## src/rtl/alu_pkg.sv

```systemverilog
// alu_pkg: shared ALU opcode encodings, op type and default datapath width
package alu_pkg;
  localparam int ALU_WIDTH = 32;
  typedef logic [1:0] alu_op_t;
  localparam alu_op_t ALU_OP_AND  = 2'b00;
  localparam alu_op_t ALU_OP_OR   = 2'b01;
  localparam alu_op_t ALU_OP_XOR  = 2'b10;
  localparam alu_op_t ALU_OP_XNOR = 2'b11;
endpackage

```

## src/rtl/alu_bitwise_units.sv

```systemverilog
// alu_bitwise_units: per-function 32-bit bitwise units (and_32, or_32, xor_32, xnor_32)
module and_32 #(parameter int W = 32) (
  input  logic [0:W-1] a,
  input  logic [0:W-1] b,
  output logic [0:W-1] z
);
  assign z = a & b;
endmodule

module or_32 #(parameter int W = 32) (
  input  logic [0:W-1] a,
  input  logic [0:W-1] b,
  output logic [0:W-1] z
);
  assign z = a | b;
endmodule

module xor_32 #(parameter int W = 32) (
  input  logic [0:W-1] a,
  input  logic [0:W-1] b,
  output logic [0:W-1] z
);
  assign z = a ^ b;
endmodule

module xnor_32 #(parameter int W = 32) (
  input  logic [0:W-1] a,
  input  logic [0:W-1] b,
  output logic [0:W-1] z
);
  assign z = ~(a ^ b);
endmodule

```

## src/rtl/alu_skid_buf.sv

```systemverilog
// alu_skid_buf: main+skid register pair sustaining one transfer per cycle with a registered in_ready
module alu_skid_buf #(
  parameter int           P       = 8,
  parameter logic [P-1:0] RST_VAL = '0
) (
  input  logic         clk,
  input  logic         rst,
  input  logic         in_valid,
  output logic         in_ready,
  input  logic [P-1:0] in_data,
  output logic         out_valid,
  input  logic         out_ready,
  output logic [P-1:0] out_data
);
  logic         skid_valid;
  logic [P-1:0] skid_data;
  logic         free, accept;
  assign free     = ~out_valid | out_ready;
  assign accept   = in_valid & in_ready;
  assign in_ready = ~skid_valid;
  // main register: refill from the skid first so order stays FIFO, else from the input
  always_ff @(posedge clk or posedge rst)
    if (rst) begin
      out_valid <= 1'b0;
      out_data  <= RST_VAL;
    end else if (free) begin
      out_valid <= skid_valid | accept;
      out_data  <= skid_valid ? skid_data : accept ? in_data : out_data;
    end
  // skid register: holds the one op accepted while main is stalled
  always_ff @(posedge clk or posedge rst)
    if (rst) begin
      skid_valid <= 1'b0;
      skid_data  <= RST_VAL;
    end else if (free) begin
      skid_valid <= 1'b0;
    end else if (accept) begin
      skid_valid <= 1'b1;
      skid_data  <= in_data;
    end
endmodule

```

## src/rtl/alu_logic_stage.sv

```systemverilog
// alu_logic_stage: registered AND/OR/XOR/XNOR stage with skid buffering; ALU_LOGIC_ZERO_FLAG_EN adds out_zero
module alu_logic_stage
  import alu_pkg::*;
#(
  parameter int WIDTH = ALU_WIDTH,
  parameter int TAG_W = 5
) (
  input  logic             clk,
  input  logic             rst,
  input  logic             in_valid,
  output logic             in_ready,
  input  alu_op_t          in_op,
  input  logic [0:WIDTH-1] in_x,
  input  logic [0:WIDTH-1] in_y,
  input  logic [TAG_W-1:0] in_tag,
  output logic             out_valid,
  input  logic             out_ready,
  output logic [0:WIDTH-1] out_z,
  output logic [TAG_W-1:0] out_tag
`ifdef ALU_LOGIC_ZERO_FLAG_EN
  ,
  output logic             out_zero
`endif
);
`ifdef ALU_LOGIC_ZERO_FLAG_EN
  localparam int ZW = 1;
`else
  localparam int ZW = 0;
`endif
  localparam int PW = TAG_W + WIDTH + ZW;
  logic [0:WIDTH-1] and_z, or_z, xor_z, xnor_z, res;
  logic [PW-1:0]    pin, pout;
  and_32  #(.W(WIDTH)) u_and  (.a(in_x), .b(in_y), .z(and_z));
  or_32   #(.W(WIDTH)) u_or   (.a(in_x), .b(in_y), .z(or_z));
  xor_32  #(.W(WIDTH)) u_xor  (.a(in_x), .b(in_y), .z(xor_z));
  xnor_32 #(.W(WIDTH)) u_xnor (.a(in_x), .b(in_y), .z(xnor_z));
  // pick the unit output named by the opcode
  always_comb
    res = in_op == ALU_OP_AND ? and_z :
          in_op == ALU_OP_OR  ? or_z  :
          in_op == ALU_OP_XOR ? xor_z : xnor_z;
`ifdef ALU_LOGIC_ZERO_FLAG_EN
  assign pin = {in_tag, res, ~|res};
  assign {out_tag, out_z, out_zero} = pout;
`else
  assign pin = {in_tag, res};
  assign {out_tag, out_z} = pout;
`endif
  alu_skid_buf #(.P(PW), .RST_VAL(PW'(ZW))) u_buf (
    .clk      (clk),
    .rst      (rst),
    .in_valid (in_valid),
    .in_ready (in_ready),
    .in_data  (pin),
    .out_valid(out_valid),
    .out_ready(out_ready),
    .out_data (pout)
  );
endmodule
```

## config.mk

```make
export PLATFORM = sky130hd
export DESIGN_NAME = alu_logic_stage
export DESIGN_NICKNAME = d
export VERILOG_FILES = /design/src/rtl/alu_pkg.sv /design/src/rtl/alu_bitwise_units.sv /design/src/rtl/alu_skid_buf.sv /design/src/rtl/alu_logic_stage.sv
export SDC_FILE = /design/constraint.sdc
export NUM_CORES = 1
export LEC_CHECK = 0
export ABC_AREA = 1
export CAP_MARGIN = 20
export CORE_MARGIN = 10
export CORE_UTILIZATION = 55
export CTS_CLUSTER_SIZE = 40
export DETAILED_ROUTE_END_ITERATION = 7
export DONT_BUFFER_PORTS = 1
export HOLD_SLACK_MARGIN = 0.05
export PLACE_DENSITY = 0.8
export REMOVE_ABC_BUFFERS = 1
export SYNTH_ARGS = -nofsm -noshare
export SYNTH_HDL_FRONTEND = slang
export SYNTH_SLANG_ARGS = --single-unit
```

## constraint.sdc

```tcl
create_clock -name clk -period 2.65 [get_ports clk]
set_clock_uncertainty 0.1 [all_clocks]
set_input_delay 0.53 -clock clk [delete_from_list [all_inputs] [get_ports clk]]
set_output_delay 0.53 -clock clk [all_outputs]
set_load 0.005 [all_outputs]
```

; Word-level counts from Yosys, hierarchy flattened
; Cells that the tools add are included.
[classes]
mux = 7
bitwise_logic = 10
eq_ne = 2
reduce_logical = 5
[op_table]
columns = operator, n
row1 = 32-bit 2-to-1 mux, 3
row2 = 37-bit 2-to-1 mux, 2
row3 = 32-bit AND, 1
row4 = 32-bit NOT, 1
row5 = 32-bit bitwise OR, 1
row6 = 32-bit XOR, 1
row7 = 2-bit AND reduction, 2
row8 = 2-bit nonzero test, 2
row9 = 1-bit NOT, 3
row10 = "2-bit by 1-bit == test with 1-bit output, second input constant", 1
row11 = "2-bit == test, second input constant", 1
row12 = 2-bit logical NOT, 1
row13 = 1-bit 2-to-1 mux, 2
row14 = 1-bit bitwise OR, 2
row15 = 1-bit AND, 1
[totals]
word_cells = 28
reg_bits = 76

; Depth between registers and ports, before layout
; Gate-level depths: netlist of the first run.
[depth]
word_depth = 7
mapped_depth = 9
depth_no_buf = 9

; Cells and area by module
; A second synthesis of the first run with hierarchy kept.
[unflattened]
hier_cells = 1272
hier_area_um2 = 6827.8
[modules_own_cells]
columns = module, n_inst, cells_each, area_each_um2
row1 = alu_skid_buf, 1, 449, 3425.8
row2 = alu_logic_stage, 1, 343, 1600.3
row3 = xnor_32, 1, 160, 600.6
row4 = xor_32, 1, 160, 600.6
row5 = or_32, 1, 96, 360.3
row6 = and_32, 1, 64, 240.2

; Worst setup path before layout of the first run
; Ideal clock, no wire load.
[synth_path]
path_kind = input to register
startpoint = input port in_op[0]
endpoint = register u_buf.out_data[0]
setup_slack_ns = 1.226
t_required_ns = 2.434
path_stages = 9
arrival_time_ns = 1.208
cell_sequence = buf_2 -> inv_2 -> buf_2 -> nand3_1 -> nand2_1 -> nand2_1 -> nand3_1 -> nand2_1 -> nand2_1
[synth_via]
elab_chain_cells = 6
word_cells_on_any_way = 8
classes_between = 2 x eq/ne / 5 x mux / 1 x reduce/logical
[synth_lines]
columns = item, line
row1 = from (decl), alu_logic_stage.sv:12  ; input alu_op_t in_op,
row2 = 2-bit == test, alu_logic_stage.sv:41  ; in_op == ALU_OP_XOR ? xor_z : xnor_z;
row3 = 32-bit 2-to-1 mux, alu_logic_stage.sv:41
row4 = 32-bit 2-to-1 mux, alu_logic_stage.sv:40  ; in_op == ALU_OP_OR ? or_z :
row5 = 32-bit 2-to-1 mux (*), alu_logic_stage.sv:39  ; res = in_op == ALU_OP_AND ? and_z :
row6 = 37-bit 2-to-1 mux (*) (2 in series), alu_skid_buf.sv:28  ; out_data <= skid_valid ? skid_data : accept ? in_data : out_data;
row7 = to (signal assigned), alu_skid_buf.sv:28
row8 = to (decl), alu_skid_buf.sv:13  ; output logic [P-1:0] out_data
; Mark *: on every way between the ends. The rest lies on a longest branch, timed or not. The select of a mux whose other input is x is not followed.
; A chain may end at the register's enable or synchronous reset.

; Worst setup path after layout of the first run
[layout_path]
startpoint = register u_buf.skid_valid
endpoint = register u_buf.out_data[25]
[layout_via]
elab_chain_cells = 4
word_cells_on_any_way = 5
classes_between = 1 x mux / 2 x bitwise / 2 x reduce/logical
[layout_lines]
columns = item, line
row1 = from (decl), alu_skid_buf.sv:15  ; logic skid_valid;
row2 = from (signal assigned), alu_skid_buf.sv:33  ; skid_valid <= 1'b0;
row3 = from (signal assigned), alu_skid_buf.sv:36  ; skid_valid <= 1'b0;
row4 = from (signal assigned), alu_skid_buf.sv:38  ; skid_valid <= 1'b1;
row5 = 1-bit NOT, alu_skid_buf.sv:20  ; assign in_ready = ~skid_valid;
row6 = 1-bit AND, alu_skid_buf.sv:19  ; assign accept = in_valid & in_ready;
row7 = 2-bit nonzero test (no source line), -
row8 = 2-bit AND reduction (no source line), -
; Several ways; a longest one is shown, not always the timed one.

==> run_results.csv, run 1 <==
group,metric,value,unit
power,p_per_area,578.6,nW/µm²
synthesis,synthCells,777,
detailed_routing,num_vias,4669,
detailed_routing,drt-total-wl,12.54,mm
sta,period_minus_slack,2.032,ns
power,p_sw,1.065,mW
power,p_sw_share,33.00,%
clock_tree,postCtsSetupBuffers,0,
sta,setup_tns,0,ns
setup_path,path_max_fanout,64,
grt,first_global_vias,4475,
place,routabilityCongestion,0.7804,
grt,grt_use_total,17.58,%
grt,antenna_found_initial,0,
sta,min_period_over_period,76.69,%
clock_tree,root_buffer,"clkbuf_8",
clock_tree,numCtsBuffers,9,
synthesis,ys_seq_area_share,35.45,%
synthesis,yosysWarningCount,0,
finish,areaGrowthSynthToFinish,3.941,%
synthesis,yosys-mux-area-fraction,0,%
sta,final_hold_viol_count,0,
power,p_leak,3.134,nW
power,p_seq_share,50.3,%
clock_tree,clock_sinks,76,
finish,nets,892,
synthesis,synth_area,5365,µm²
synthesis,synth-simple-area-share,35.96,%
die,dieWidth,118.8,µm
setup_path,start_kind,"flop",
sta,worst_pin_slew,1.075,ns
synthesis,ys_types,15,
detailed_routing,drtIter0Drc,355,
die,dieArea,14110,µm²
setup_path,endpoint_kind,"flop",
setup_path,worstPathArrival,2.16,ns
power,internal-power,2.162,mW
setup_path,crit_type,"reg -> reg",
clock_tree,cts.clk_slew.worst_paths,0.08,ns
sta,timing.final.setup_violations,0,
synthesis,synthXorXnorAreaFrac,0,%
clock_tree,insertion_delay,0.34,ns
clock_tree,ctsHoldBuffers,0,
synthesis,synth_top_area_cell,"dfrtp_1",
synthesis,synth-compound-area-share,4.314,%
synthesis,synthTopCellsByArea,"dfrtp_1 35%, nand2_1 22%, ha_1 15%",
synthesis,avgSynthCellArea,6.905,µm²
setup_path,reg2reg_depth,6,
detailed_routing,wl_per_cell,14.14,µm
clock_tree,cts_tree,"done",
sta,rsz0062_at_grt,"no",
die,die_h,118.8,µm
clock_tree,cts_max_level,3,
place,pre_cts_slack,0.5481,ns
die,start_util,57.25,%
grt,grt_pass1_wl,21.11,mm
sta,slew_headroom,28.24,%
power,ir_drop,0.0002763,V
synthesis,synth_seq_cells,76,
power,combinationalPowerShare,22.2,%
die,ioPinCount,114,
detailed_routing,detail-route-antenna-nets,0,
synthesis,yosys.area_share.adder,14.93,%
sta,fin_ws,0.6178,ns
detailed_routing,drc,0,
synthesis,netlist.area_leader.share,35.45,%
run,maxCapViolCount,0,
die,rows,35,
finish,drive_above_1_share,4.617,%
sta,max_freq,0.4921,GHz
status,status,"finished, final reports clean",
worst_hold_path,hold_class,"in -> async",
finish,antennaDiodeCount,0,
power,p_clk_share,27.5,%
grt,grt_max_degree,71,
setup_path,worstPathRequired,2.78,ns
clock_tree,post_cts_resized,0,
finish,mostFrequentLayoutCells,"314 x nand2_1, 102 x nor2_1, 76 x dfrtp_1",
grt,grt_overflow,0,
detailed_routing,drtPass1Iterations,5,
finish,layout_commonest_cell,"nand2_1",
detailed_routing,vias_per_cell,5.264,
clock_tree,clockBufferDepth,2,
sta,maxSlewViolCount,0,
synthesis,synth_top_family_by_area,"simple AND/OR/NAND/NOR gates",
place,io_buffers,0,
place,hpwl,9.013,mm
die,core,9371,µm²
[per-stage QoR]
| step | utilization (%) | cells | area (µm²) | hold WS, ns | power [mW] |
|---|---|---|---|---|---|
| 3_3_place_gp | 57.36 | 871 | 5375 | 0.3563 | 2.308 |
| 6_report | 59.51 | 887 | 5577 | 0.05133 | 3.227 |
| 2_1_floorplan | - | 735 | 5135 | 0.3422 | 2.144 |
| 3_5_place_dp | 57.36 | 871 | 5375 | 0.3672 | 2.370 |
| 4_1_cts | 59.51 | 887 | 5577 | 0.06770 | 3.256 |
| 5_1_grt | 59.51 | 887 | 5577 | 0.1070 | 3.468 |
[power by group through the flow]
| stage | clock [mW] | combinational, mW | sequential, mW |
|---|---|---|---|
| after floorplan | 0 | 0.573 | 1.57 |
| after global placement | 0 | 0.671 | 1.64 |
| after detailed placement | 0 | 0.719 | 1.65 |
| after CTS | 0.905 | 0.721 | 1.63 |
| after global routing | 0.961 | 0.845 | 1.66 |
| final | 0.889 | 0.715 | 1.62 |
[critical path: stages (launching register included)]
cell and delay (ns):
dfrtp_1 0.48, nor2_4 0.17, nor2_2 0.11, inv_2 0.77, nor2_1 0.12, nand2_1 0.11
nand2_1 0.05
[registers in the layout, summed over array words and instances (netlist names)]
| signal | cells |
|---|---|
| u_buf.skid_valid | 1 |
| u_buf.skid_data | 37 |
| u_buf.out_data | 37 |
| u_buf.out_valid | 1 |
[worst paths after layout]
path	start	to	slack, ns
hold reg to reg	u_buf.skid_data[33]	u_buf.skid_data[33]	0.39
setup / recovery	u_buf.skid_valid	u_buf.out_data[25]	0.62
hold / removal	rst	u_buf.skid_data[10]	0.05
min in group clk	in_valid	u_buf.out_valid	0.19
setup reg to reg	u_buf.skid_valid	u_buf.out_data[25]	0.62
max in group asynchronous	rst	u_buf.skid_data[7]	1.77
[synthesized netlist by cell type]
master      n
nand2_1   314
nor2_1    102
dfrtp_1    76
inv_1      67
ha_1       64
nand3_1    64
a31oi_1    37
buf_2      22
buf_4      12
clkbuf_1    8
inv_2       4
nand2_2     2
nor2_2      2
nor2_4      2
clkinv_2    1
[logic make-up after synthesis]
family | count (synthesis)
DFF | 76
and+or+nand+nor | 486
buffers and inverters | 114
AOI/OAI and AO/OA | 37
adders and majority gates | 64
[cell type report]
class,instances,area [µm²]
multi-input combinational,587,2962
inverter,72,272.8
clock buffer,10,137.6
clock inverter,6,63.81
sequential,76,1902
tap,129,161.4
fill,875,3795
timing repair buffer,7,77.57
[per-layer routing]
metal / GRT usage [%] / vias up / routed length (µm)
met5: 0 / - / 0
met4: 4.656 / 0 / 125
met3: 5.854 / 11 / 1352
met2: 27.97 / 180 / 5713
met1: 22.31 / 2122 / 5352
li1: - / 2356 / -
No activity file was read; power rests on OpenSTA's default activity.
==> run 2: changes to the inputs <==
==> constraint.sdc (replaced) <==
create_clock -name clk -period 1.71 [get_ports clk]
set_clock_uncertainty 0.1 [all_clocks]
set_input_delay 0.342 -clock clk [delete_from_list [all_inputs] [get_ports clk]]
set_output_delay 0.342 -clock clk [all_outputs]
set_load 0.005 [all_outputs]
==> run 2 against run 1 <==
Compared with the run above:
- cell area is 3.3% higher
- critical endpoint is now in_ready
- sequential power increased by 55%
- largest cell class unchanged
- final cell count grew 1.8%
- critical path depth down 4
- register-to-register slack worse by 0.43 ns
- combinational power up 62%
==> run_results.csv, run 2 (same netlist as run 1, synthesis figures left out) <==
group,metric,value,unit
status,status,"finished, final reports clean",
grt,grt_use_total,17.99,%
clock_tree,cts_max_level,3,
sta,timing.final.setup_violations,0,
finish,drive_above_1_share,5.814,%
grt,antenna_found_initial,0,
sta,rsz0062_at_grt,"no",
detailed_routing,num_vias,4679,
grt,met3_usage,5.902,%
detailed_routing,drc,0,
setup_path,reg2reg_slack,0.19,ns
finish,mostFrequentLayoutCells,"314 x nand2_1, 102 x nor2_1, 75 x dfrtp_1",
finish,antennaDiodeCount,0,
die,dieArea,14110,µm²
sta,worst_pin_slew,0.5193,ns
grt,busiest_layer,"met2",
detailed_routing,vias_per_cell,5.182,
clock_tree,numCtsBuffers,9,
sta,maxSlewViolCount,0,
finish,largest_registers,"u_buf.out_data (37), u_buf.skid_data (37)",
grt,grt_pass1_wl,21.56,mm
detailed_routing,detail-route-antenna-nets,0,
sta,slew_headroom,65.38,%
run,maxCapViolCount,0,
place,place_area,5455,µm²
detailed_routing,drtPass1Iterations,4,
setup_path,r2r-start,"u_buf.skid_valid",
die,ioPinCount,114,
detailed_routing,drt-total-wl,12.94,mm
place,hpwl,9.396,mm
setup_path,worstPathRequired,1.27,ns
place,io_buffers,0,
die,dieWidth,118.8,µm
clock_tree,clock_sinks,76,
finish,nets,908,
setup_path,crit_end,"in_ready",
grt,first_global_vias,4545,
setup_path,reg2reg_depth,6,
die,start_util,57.25,%
sta,period_minus_slack,1.628,ns
power,p_per_area,902.6,nW/µm²
clock_tree,cts_tree,"done",
sta,holdWs,0.09781,ns
grt,grtUsageMet1,21.68,%
place,routabilityCongestion,0.8197,
setup_path,endpoint_kind,"output pin",
power,ir_drop,0.0004728,V
setup_path,rr_endpoint,"u_buf.skid_data[9]",
grt,grt_max_degree,67,
setup_path,crit_start,"u_buf.skid_valid",
clock_tree,clockBufferDepth,2,
setup_path,crit_type,"reg -> out",
detailed_routing,wl_per_cell,14.33,µm
finish,layout_commonest_cell,"nand2_1",
setup_path,start_kind,"flop",
grt,gr-usage-met2,29.50,%
setup_path,worstPathArrival,1.19,ns
die,rows,35,
sta,min_period_over_period,95.20,%
die,die_h,118.8,µm
power,p_leak,3.228,nW
sta,max_freq,0.6143,GHz
finish,fill_cells,879,
finish,final_area,5762,µm²
sta,final_hold_viol_count,0,
finish,areaGrowthSynthToFinish,7.393,%
clock_tree,insertion_delay,0.34,ns
setup_path,path_max_fanout,25,
worst_hold_path,hold_class,"in -> reg",
clock_tree,postCtsSetupBuffers,0,
detailed_routing,drtIter0Drc,312,
grt,grt_overflow,0,
clock_tree,cts.clk_slew.worst_paths,0.08,ns
die,core,9371,µm²
clock_tree,root_buffer,"clkbuf_8",
run 2: cell types whose count changed in the layout (fill, tap and decap cells not counted), sizes merged:
cell / before / now
buf: 7 / 16
dlygate4sd3: 0 / 7
bufinv: 1 / 2
clkinv: 5 / 4
clkinvlp: 2 / 1
inv: 70 / 71
run 2: how the worst min path moves through the flow:
stage | start | to | slack, ns | cells after the start
finish | out_ready | u_buf.skid_valid | 0.1 | 3
global route | out_ready | u_buf.skid_valid | 0.09 | 3
CTS | out_ready | u_buf.skid_valid | 0.08 | 3
detailed placement | rst | u_buf.out_data[28] | 0.26 | 2
global placement | rst | u_buf.out_data[28] | 0.25 | 2
floorplan | u_buf.skid_data[32] | u_buf.skid_data[32] | 0.34 | 2
run 2: layout make-up:
class	instances	area, µm²	share of cell area (%)
Multi-Input combinational cell	587	2962	51.40
Sequential cell	76	1903	33.03
Inverter	72	276.5	4.799
Timing Repair Buffer	23	235.2	4.083
Tap cell	129	161.4	2.801
Clock buffer	10	137.6	2.389
Clock inverter	6	86.33	1.498
run 2: routing by layer:
layer	vias to the layer above	routed length, µm
met3	25	1209
met2	145	6055
met4	0	241
met1	2124	5434
li1	2385	-
met5	-	0
run 2: through the flow:
| stage | util (%) | instances | TNS (ns) | power (mW) | setup slack (ns) |
|---|---|---|---|---|---|
| 2_1_floorplan | - | 735 | -73.13 | 3.323 | -0.6703 |
| 3_3_place_gp | 58.21 | 880 | 0 | 3.605 | 0.2218 |
| 3_5_place_dp | 58.21 | 880 | 0 | 3.696 | 0.1479 |
| 4_1_cts | 61.43 | 903 | 0 | 5.251 | 0.02838 |
| 5_1_grt | 61.48 | 903 | 0 | 5.572 | 0.02390 |
| 6_report | 61.48 | 903 | 0 | 5.201 | 0.08214 |
run 2: worst max-delay path, stage by stage (launching register included):
cell      delay, ns
dfrtp_2        0.46
clkinv_4       0.14
buf_6          0.24
run 2: power breakdown:
part / leakage, nW / switching (mW) / internal, mW
registers: 0.890 / 0.305 / 2.20
logic: 2.23 / 0.685 / 0.474
clock network: 0.113 / 0.674 / 0.862
run 2: timing repair:
action	in CTS	in global routing
pin swaps	0	0
hold endpoints to repair	88	0
endpoints found under the setup margin	1	16
resized for setup	2	2
hold buffers	7	0
